### config.mk
export PLATFORM = sky130hd
export DESIGN_NAME = chi_rx_link
export DESIGN_NICKNAME = d
export VERILOG_FILES = /design/src/rtl/chi_rx_link.sv
export SDC_FILE = /design/constraint.sdc
export NUM_CORES = 1
export LEC_CHECK = 0
export CORE_ASPECT_RATIO = 1.4
export CORE_MARGIN = 5
export CORE_UTILIZATION = 60
export CTS_BUF_LIST = sky130_fd_sc_hd__clkbuf_16
export CTS_CLUSTER_DIAMETER = 50
export DETAILED_ROUTE_END_ITERATION = 7
export DONT_BUFFER_PORTS = 1
export HOLD_SLACK_MARGIN = 0.05
export PLACE_DENSITY = 0.76
export REMOVE_ABC_BUFFERS = 1
export SLEW_MARGIN = 10
export SYNTH_ARGS = -nofsm -noshare
export SYNTH_HDL_FRONTEND = slang
export SYNTH_SLANG_ARGS = --single-unit
### constraint.sdc
create_clock -name clk -period 23.1 [get_ports clk]
set_clock_uncertainty 0.05 [all_clocks]
set_input_delay 5.775 -clock clk [delete_from_list [all_inputs] [get_ports clk]]
set_output_delay 5.775 -clock clk [all_outputs]
set_load 0.005 [all_outputs]
### src/rtl/chi_rx_link.sv
// Receive-side CHI link-layer stage: link activation handshake, L-credit issue,
// credit-backed flit FIFO and LCrdReturn consumption for one flit channel.
module chi_rx_link #(
  parameter int unsigned NUM_CRD      = 4,
  parameter int unsigned FLIT_W       = 128,
  parameter int unsigned OPC_LSB      = 0,
  parameter int unsigned OPC_W        = 7,
  parameter int unsigned LCRD_RET_OPC = 0
) (
  input  logic              clk,
  input  logic              rst,
  input  logic              RX_FLITPEND,
  input  logic              RX_FLITV,
  input  logic [FLIT_W-1:0] RX_FLIT,
  output logic              RX_LCRDV,
  input  logic              RX_LINKACTIVEREQ,
  output logic              RX_LINKACTIVEACK,
  output logic [FLIT_W-1:0] flit_out,
  output logic              flit_valid,
  input  logic              flit_ready,
  output logic [3:0]        crd_out,
  output logic [1:0]        link_state,
  output logic              ovf_err
);

  localparam int unsigned PTR_W = (NUM_CRD > 1) ? $clog2(NUM_CRD) : 1;
  localparam int unsigned CNT_W = 4;
  localparam int unsigned SUM_W = CNT_W + 1;

  typedef enum logic [1:0] {
    ST_STOP     = 2'b00,
    ST_ACTIVATE = 2'b01,
    ST_RUN      = 2'b10,
    ST_DEACT    = 2'b11
  } state_t;

  state_t             state, state_n;
  logic [PTR_W-1:0]   rd_ptr, wr_ptr, rd_ptr_n, wr_ptr_n;
  logic [CNT_W-1:0]   fifo_count, fifo_count_n, crd_n;
  logic [FLIT_W-1:0]  mem [NUM_CRD];
  logic [FLIT_W-1:0]  head_n;
  logic [SUM_W-1:0]   crd_sum;
  logic               is_ret, full, pop, accept, push, drop, lcrdv_n;
  logic               unused_flitpend;

  assign unused_flitpend = RX_FLITPEND;
  assign link_state      = state;

  function automatic logic [PTR_W-1:0] ptr_inc(input logic [PTR_W-1:0] p);
    return (p == PTR_W'(NUM_CRD - 1)) ? '0 : p + PTR_W'(1);
  endfunction

  // Next-state link FSM
  always_comb begin
    state_n = state;
    case (state)
      ST_STOP:     if (RX_LINKACTIVEREQ) state_n = ST_ACTIVATE;
      ST_ACTIVATE: state_n = ST_RUN;
      ST_RUN:      if (!RX_LINKACTIVEREQ) state_n = ST_DEACT;
      ST_DEACT:    if (crd_out == '0) state_n = ST_STOP;
      default:     state_n = ST_STOP;
    endcase
  end

  // Flit acceptance, credit accounting and FIFO next values
  always_comb begin
    is_ret       = RX_FLIT[OPC_LSB +: OPC_W] == OPC_W'(LCRD_RET_OPC);
    full         = fifo_count == CNT_W'(NUM_CRD);
    pop          = flit_valid && flit_ready;
    accept       = RX_FLITV && (crd_out != '0) && (is_ret || !full || pop);
    push         = accept && !is_ret;
    drop         = RX_FLITV && !accept;
    crd_n        = crd_out + CNT_W'(RX_LCRDV) - CNT_W'(accept);
    fifo_count_n = fifo_count + CNT_W'(push) - CNT_W'(pop);
    rd_ptr_n     = pop  ? ptr_inc(rd_ptr) : rd_ptr;
    wr_ptr_n     = push ? ptr_inc(wr_ptr) : wr_ptr;
    head_n       = flit_out;
    // A push landing on the new head slot bypasses the memory
    if (fifo_count_n != '0) begin
      head_n = (push && (rd_ptr_n == wr_ptr)) ? RX_FLIT : mem[rd_ptr_n];
    end
    crd_sum = SUM_W'(crd_out) + SUM_W'(fifo_count) + SUM_W'(RX_LCRDV);
    lcrdv_n = (state_n == ST_RUN) && (crd_sum < SUM_W'(NUM_CRD));
  end

  always_ff @(posedge clk) begin
    if (rst) begin
      state            <= ST_STOP;
      rd_ptr           <= '0;
      wr_ptr           <= '0;
      fifo_count       <= '0;
      crd_out          <= '0;
      RX_LCRDV         <= 1'b0;
      RX_LINKACTIVEACK <= 1'b0;
      flit_valid       <= 1'b0;
      flit_out         <= '0;
      ovf_err          <= 1'b0;
    end else begin
      state            <= state_n;
      rd_ptr           <= rd_ptr_n;
      wr_ptr           <= wr_ptr_n;
      fifo_count       <= fifo_count_n;
      crd_out          <= crd_n;
      RX_LCRDV         <= lcrdv_n;
      RX_LINKACTIVEACK <= state_n != ST_STOP;
      flit_valid       <= fifo_count_n != '0;
      flit_out         <= head_n;
      if (drop) ovf_err <= 1'b1;
    end
  end

  // Storage needs no reset; occupancy is tracked by the pointers and count
  always_ff @(posedge clk) begin
    if (push) mem[wr_ptr] <= RX_FLIT;
  end

endmodule

==> run summary, run 1 <==
M3 GR Usage: 0.05586
later-pin clock latency in the skew report: 580 ps
setup TNS: 0 ps
pre-CTS WS: 12000 ps
crit end category: register
sequential share of the synthesized area: 0.7033
first-pass GRT wire length: 87900 um
fin crit share: 0.4556
Buffers on Ports: 0
max-cap viol count: 0
CTS resizes: 0
Syn Area/Cell: 16.95 um2
final wirelength: 56730 um
die height: 256.4 um
Yosys top cell area share: 0.5910
Finished Core Util: 0.6518
Clock transition at path regs: 60 ps
num rows: 90
fin crit period: 10520 ps
Initial Util: 0.6048
Power Dens Cells: 131.7 nW/um2
top_reg_cell synth: edfxtp_1
RSZ-0062 raised after global routing: false
CTS sink count: 658
TritonCTS Buffers: 57
nets@finish: 1659
most common cell after layout, fill and taps aside: edfxtp_1
Slew Limit Fails: 0
GR peak layer: met2
final setup vio count: 0
setup bufs post-CTS: 0
CTS root buffer: clkbuf_16
Cell variety after synth: 42
warnings from Yosys: 0
Horiz. Die Dim: 186.0 um
DRT Pass-1 Iters: 5
I/O pins: 272
Placer Congestion: 0.7628
startpoint types: input pin
CTS tree: yes
Netlist Area Pre-Place: 26020 um2
crit path kind: in -> reg
Hold Fails Final Rpt: 0
initial antenna violation count: 0
DP HPWL: 30760 um
Synth Register Bits: 658
1st-iter DRT viols: 1060
core outline area: 43020 um2
WP data arrival: 10950 ps
FFs w/ async S/R, synth: 0
Yosys top cell by area: edfxtp_1
Design Area, Final: 28040 um2
via count: 13.72k
remaining antenna violation count: 0
cell count after synthesis: 1535
DRC Markers: 0
ratio of cells with drive above 1 in the final layout: 0.2266
Worst-Margin Slew: 1177 ps
H-tree Lvls: 2
Synth-to-Final Area Change: 7.777%
Synth area leaders: edfxtp_1, dfxtp_1, mux4_2
status: complete, no violations
LEAKAGE: 9.091 nW
GRT Util Overall: 0.2400
clk buf depth: 3
EDFF count, synth: 512
M1 GR Usage: 0.3128
Max FO, Critical Path: 84
Hold WC Path Type: reg -> reg
Worst slew margin: 0.2151
Critical Path RT: 23530 ps
# fillers: 2958
drt wl/cell: 27.00 um
Vias/cell: 6.532
largest net degree at the start of global routing: 85
ant diodes: 0
GRT overflow: 0
number of global-route vias before repair: 14.61k
most frequent cells in the layout: edfxtp_1, nand2_1, dfxtp_1, mux4_2, o21ai_0
met2 Resource Use GR: 0.4029
hold-fix buffers at CTS: 0
Max IR drop VDD: 0.1177 mV
final setup margin: 12580 ps
Post-DP Area: 26340 um2
Fmax: 95.03 MHz
die area: 47680 um2
==> stage by stage <==
| step | cells | total power, mW | hold slack, ps |
|---|---|---|---|
| finish | 2101 | 3.694 | 413.4 |
| global route | 2101 | 3.892 | 460.3 |
| CTS | 2101 | 3.728 | 417.7 |
| detailed placement | 1997 | 2.849 | 404.8 |
| global placement | 1997 | 2.817 | 407.3 |
| floorplan | 1419 | 2.554 | 386.0 |
==> kinds of logic (layout without fill, tap and decap cells) <==
logic type      count (synthesis)  count (layout)  share of synthesized area
xor+xnor                        6               6                   0.002020
simple gates                  309             309                    0.04756
fa+ha+maj                      21              21                    0.01068
buf+inv                       139             153                    0.02693
flops                         658             658                     0.7033
mux                           129             129                     0.1112
compound gates                273             273                    0.09830
==> cell type report <==
cell class | instances | area, um2 | area share
flip-flops and latches | 658 | 18300 | 0.6526
multi-input cells | 738 | 7064 | 0.2519
clock buffers | 57 | 1426 | 0.05087
well taps | 552 | 690.7 | 0.02463
clock inverters | 47 | 276.5 | 0.009862
repair buffers | 26 | 195.2 | 0.006961
inverters | 23 | 88.84 | 0.003168
==> Yosys cell counts, types with 3 or more instances <==
| library cell | n |
|---|---|
| edfxtp_1 | 512 |
| nand2_1 | 262 |
| dfxtp_1 | 146 |
| mux4_2 | 128 |
| o21ai_0 | 128 |
| o221ai_2 | 110 |
| clkbuf_1 | 65 |
| inv_1 | 23 |
| nor2_1 | 20 |
| buf_2 | 19 |
| ha_1 | 19 |
| o221ai_1 | 18 |
| buf_6 | 15 |
| buf_4 | 11 |
| a21oi_1 | 9 |
| nand3_1 | 7 |
| buf_1 | 5 |
| xnor2_1 | 3 |
| xor2_1 | 3 |
==> worst max-delay path, cell delays in order <==
cell	delay [ps]
nor4_1	450
nand2_1	100
nand4_1	120
buf_4	670
ha_1	360
inv_1	50
ha_1	150
inv_1	60
fa_1	500
nor3b_1	170
and4_1	220
or3_4	350
inv_4	450
buf_4	1000
nand2_1	200
o221ai_2	240
==> flip-flops by register name, summed over array words and instances, names as in the netlist <==
register and count:
rd_ptr 2, fifo_count 4, link_state 2, ovf_err 1, flit_valid 1, wr_ptr 2
RX_LCRDV 1, mem 512, RX_LINKACTIVEACK 1, flit_out 128, crd_out 4
==> where the power goes <==
part | switching, mW | internal (mW) | leakage [nW]
logic | 0.738 | 0.443 | 2.31
registers | 0.119 | 1.51 | 5.87
clock network | 0.403 | 0.479 | 0.912
==> worst paths after layout <==
kind	startpoint	endpoint	slack, ps	cells past startpoint
hold reg to reg	ovf_err	ovf_err	410	2
setup reg to reg	crd_out[2]	flit_out[72]	17580	17
hold / removal	ovf_err	ovf_err	410	2
setup / recovery	RX_FLIT[5]	flit_out[72]	12580	16
==> per-layer routing <==
metal | share of wire | routed length, um
met1 | 0.38 | 21390
met2 | 0.51 | 29090
met3 | 0.078 | 4407
met4 | 0.032 | 1841
met5 | 0 | 0
(Power assumes the default switching activity.)
==> run 2: changes to the inputs <==
--- a/config.mk
+++ b/config.mk
@@ -7,13 +7,13 @@
 export LEC_CHECK = 0
 export CORE_ASPECT_RATIO = 1.4
 export CORE_MARGIN = 5
-export CORE_UTILIZATION = 60
+export CORE_UTILIZATION = 57
 export CTS_BUF_LIST = sky130_fd_sc_hd__clkbuf_16
 export CTS_CLUSTER_DIAMETER = 50
 export DETAILED_ROUTE_END_ITERATION = 7
 export DONT_BUFFER_PORTS = 1
 export HOLD_SLACK_MARGIN = 0.05
-export PLACE_DENSITY = 0.76
+export PLACE_DENSITY = 0.75
 export REMOVE_ABC_BUFFERS = 1
 export SLEW_MARGIN = 10
 export SYNTH_ARGS = -nofsm -noshare
==> constraint.sdc (replaced) <==
create_clock -name clk -period 8.9 [get_ports clk]
set_clock_uncertainty 0.05 [all_clocks]
set_input_delay 2.225 -clock clk [delete_from_list [all_inputs] [get_ports clk]]
set_output_delay 2.225 -clock clk [all_outputs]
set_load 0.005 [all_outputs]
==> run 2 against run 1 <==
  * Global-route usage down 0.71 points
  * Sequential power rose to 2.6 times the previous value
  * Cell count grew 3.0%
  * Critical path depth shrank 1
  * Sequential share of layout area shrank 1.0 points
  * Via count is 1.4% higher
  * Design area grew 1.6%
  * Core utilization is 2.0 points lower
  * Die area is 5.0% higher
  * Critical endpoint is now flit_out[96]
  * Largest cell class unchanged
  * Largest power group unchanged
==> run summary, run 2 (same netlist as run 1, synthesis figures left out) <==
final setup vio count: 0
first-pass GRT wire length: 90380 um
flop2flop setup slack: 4090 ps
later-pin clock latency in the skew report: 590 ps
Synth-to-Final Area Change: 9.513%
setup bufs post-CTS: 0
startpoint types: input pin
CTS tree: yes
Worst-Margin Slew: 1125 ps
Placer Congestion: 0.7603
Max IR drop VDD: 0.2889 mV
Fmax: 165.5 MHz
WHS: 418.5 ps
DP HPWL: 31890 um
CTS sink count: 658
fin crit share: 0.6791
via count: 13.91k
WP data arrival: 6490 ps
die area: 50080 um2
total power: 9.996 mW
max-cap viol count: 0
final wirelength: 58440 um
final setup margin: 2856 ps
largest net degree at the start of global routing: 137
Buffers on Ports: 0
clk buf depth: 3
Initial Util: 0.5766
drt wl/cell: 26.99 um
Finished Core Util: 0.6314
Inst Count DP: 2054
number of global-route vias before repair: 15.03k
Horiz. Die Dim: 190.6 um
num rows: 92
Max FO, Critical Path: 65
Hold WC Path Type: reg -> reg
initial antenna violation count: 0
crit path kind: in -> reg
nets@finish: 1659
Worst slew margin: 0.2499
CTS root buffer: clkbuf_16
Power Dens Cells: 350.9 nW/um2
die height: 262.8 um
H-tree Lvls: 2
CTS resizes: 0
RSZ-0062 raised after global routing: false
core outline area: 45120 um2
GRT Util Overall: 0.2330
Critical Path RT: 9340 ps
status: complete, no violations
Regs by FF count: mem (512), flit_out (128)
register with the most flip-flops: mem
Largest register FFs: 512
DRC Markers: 0
fin cells: 2165
TritonCTS Buffers: 59
ratio of cells with drive above 1 in the final layout: 0.2375
Vias/cell: 6.425
GRT overflow: 0
Slew Limit Fails: 0
most frequent cells in the layout: edfxtp_1, nand2_1, dfxtp_1, mux4_2, o21ai_0
crit end category: register
most common cell after layout, fill and taps aside: edfxtp_1
hold-fix buffers at CTS: 0
Hold Fails Final Rpt: 0
fin crit period: 6044 ps
DRT Pass-1 Iters: 5
ant diodes: 0
1st-iter DRT viols: 1038
I/O pins: 272
remaining antenna violation count: 0
Clock transition at path regs: 60 ps
LEAKAGE: 9.208 nW
pre-CTS WS: 2271 ps
## run 2: cell types whose count changed in the layout (fill, tap and decap cells not counted), sizes merged
| cell | previous run | this run |
|---|---|---|
| inv | 44 | 32 |
| bufinv | 3 | 10 |
| clkbuf | 57 | 61 |
| clkinvlp | 1 | 7 |
| clkinv | 22 | 24 |
| buf | 26 | 24 |
## run 2: cell type report
cell class / count / area, um2
multi-input cells: 738 / 7064
repair buffers: 24 / 230.2
flip-flops and latches: 658 / 18300
clock inverters: 50 / 519.2
fillers: 3198 / 16630
clock buffers: 61 / 1526
well taps: 611 / 764.5
inverters: 23 / 88.84
## run 2: through the flow
stage	cell area (um2)	TNS, ps
6_report	28490	0
5_1_grt	28490	0
3_3_place_gp	26450	0
3_5_place_dp	26450	0
2_1_floorplan	25400	-2128530
4_1_cts	28490	0
## run 2: worst paths after layout
check	cells after the start	end	from
max reg2reg	16	flit_out[96]	crd_out[2]
min	2	ovf_err	ovf_err
max	15	flit_out[96]	RX_FLIT[5]
min reg2reg	2	ovf_err	ovf_err
## run 2: where the power goes
group	total [mW]	switching, mW	internal, mW
Combinational	3.12	1.95	1.17
Clock	2.63	1.10	1.54
Sequential	4.24	0.313	3.93
## run 2: critical path: stages
cell	delay, ps
nor4_1	430
nand2_1	90
nand4_1	200
ha_1	270
inv_1	60
ha_1	150
inv_1	60
fa_1	510
nor3b_1	160
and4_1	220
or3_4	570
inv_4	690
buf_12	380
nand2_1	150
o221ai_2	180
## run 2: layer usage
layer / up-vias / track usage / share of wire
li1: 5973 / - / -
met5: - / 0 / 0
met3: 86 / 0.05448 / 0.080
met1: 7322 / 0.3008 / 0.37
met4: 0 / 0.06895 / 0.029
met2: 529 / 0.3966 / 0.52
==> run 3: changes to the inputs <==
==> constraint.sdc (replaced) <==
create_clock -name clk -period 4.96 [get_ports clk]
set_clock_uncertainty 0.05 [all_clocks]
set_input_delay 1.24 -clock clk [delete_from_list [all_inputs] [get_ports clk]]
set_output_delay 1.24 -clock clk [all_outputs]
set_load 0.005 [all_outputs]
==> run 3 against run 2 <==
  * Via count fell by 0.76%
  * Clock power rose by 79%
  * Wire length is 0.45% lower
  * Non-clock buffer count up 9
  * Critical path type unchanged
  * Global-route usage is 0.056 points lower
  * Setup slack worse by 2100 ps
  * Die area did not move
  * Largest cell class unchanged
  * First-iteration DRC count down 16%
==> run summary, run 3 (same netlist as run 1, synthesis figures left out) <==
nets@finish: 1669
GRT Util Overall: 0.2324
CP delay by family, top: simple AND/OR/NAND/NOR gates
drt wl/cell: 26.75 um
final wirelength: 58180 um
Largest register FFs: 512
fin cells: 2175
pre-CTS WS: 201.2 ps
DP HPWL: 32670 um
most common cell after layout, fill and taps aside: edfxtp_1
Clock transition at path regs: 70 ps
Synth-to-Final Area Change: 10.44%
Vias/cell: 6.347
Hold WC Path Type: reg -> reg
RSZ-0062 raised after global routing: false
core outline area: 45120 um2
Buffers on Ports: 0
CTS tree: yes
CTS root buffer: clkbuf_16
CTS sink count: 658
crit path kind: in -> reg
crit end category: register
setup TNS: 0 ps
Fmax: 236.8 MHz
Max FO, Critical Path: 32
first-pass GRT wire length: 89950 um
CTS resizes: 0
CP max-delay cell: fa_1
GRT overflow: 0
flop2flop setup slack: 1050 ps
Initial Util: 0.5766
LEAKAGE: 9.326 nW
ratio of cells with drive above 1 in the final layout: 0.2347
register with the most flip-flops: mem
Worst slew margin: 0.2066
fin crit share: 0.8515
Hold Fails Final Rpt: 0
biggest cell delay along the critical path: 510 ps
via count: 13.80k
Placer Congestion: 0.7434
Inst Count DP: 2063
number of global-route vias before repair: 15.07k
num rows: 92
H-tree Lvls: 2
Power Dens Cells: 631.3 nW/um2
Critical Path RT: 5410 ps
critical-path cell list: nor4_1 > nand2_1 > nand4_1 > ha_1 > inv_1 > ha_1 > inv_1 > fa_1 > nor3b_1 > and4_1 > or3_4 > inv_4 > buf_12 > nand2_1 > o221ai_2
Max IR drop VDD: 0.4790 mV
Post-DP Area: 26700 um2
die area: 50080 um2
1st-iter DRT viols: 875
fin crit period: 4224 ps
later-pin clock latency in the skew report: 590 ps
Design Area, Final: 28730 um2
initial antenna violation count: 0
Regs by FF count: mem (512), flit_out (128)
TritonCTS Buffers: 60
WHS: 425.4 ps
Horiz. Die Dim: 190.6 um
final setup margin: 736.3 ps
DRC Markers: 0
I/O pins: 272
Finished Core Util: 0.6368
startpoint types: input pin
hold-fix buffers at CTS: 0
setup bufs post-CTS: 0
Worst-Margin Slew: 1190 ps
WP buf/inv: 4
max-cap viol count: 0
Slew Limit Fails: 0
most frequent cells in the layout: edfxtp_1, nand2_1, dfxtp_1, mux4_2, o21ai_0
clk buf depth: 3
WP data arrival: 4680 ps
status: complete, no violations
die height: 262.8 um
final setup vio count: 0
remaining antenna violation count: 0
total power: 18.14 mW
largest net degree at the start of global routing: 104
ant diodes: 0
DRT Pass-1 Iters: 5
## run 3: changes by cell type in the layout (fill, tap and decap cells not counted), moves of 5 or more
cell        previous run  this run
buf_12                 4        19
clkinv_1               8        19
buf_4                 20        14
clkinvlp_4             7         1
clkinv_2              12         7
## run 3: where the power goes
part / total, mW / switching [mW] / leakage [nW] / internal [mW]
Clock: 4.71 / 1.94 / 1.03 / 2.77
Combinational: 5.83 / 3.54 / 2.43 / 2.29
Sequential: 7.59 / 0.551 / 5.87 / 7.04
## run 3: worst paths after layout
path | endpoint | startpoint | cells after the start
setup reg to reg | flit_out[101] | crd_out[2] | 16
hold / removal | ovf_err | ovf_err | 2
setup / recovery | flit_out[101] | RX_FLIT[5] | 15
hold reg to reg | ovf_err | ovf_err | 2
## run 3: area by class of cell
cell class              count  area, um2
inverters                  23      88.84
repair buffers             33      485.5
clock buffers              62       1551
multi-input cells         738       7064
well taps                 611      764.5
clock inverters            50      480.5
fillers                  3217      16390
flip-flops and latches    658      18300
## run 3: worst register-to-register path, cell delays in order (launching register included)
cell and delay (ps):
dfxtp_1 410, inv_1 90, ha_1 220, nand3_1 130, nand4_1 150, ha_1 330, inv_1 60, ha_1 150
inv_1 60, fa_1 510, nor3b_1 180, and4_1 230, or3_4 390, inv_4 290, buf_12 270, nand2_1 140
o221ai_2 180
## run 3: layer usage
metal | GRT usage | part of all wire | wire length [um]
met2 | 0.4083 | 0.52 | 30130
met1 | 0.2879 | 0.38 | 22020
met3 | 0.04797 | 0.069 | 4026
met4 | 0.07768 | 0.034 | 1998
met5 | 0 | 0 | 0
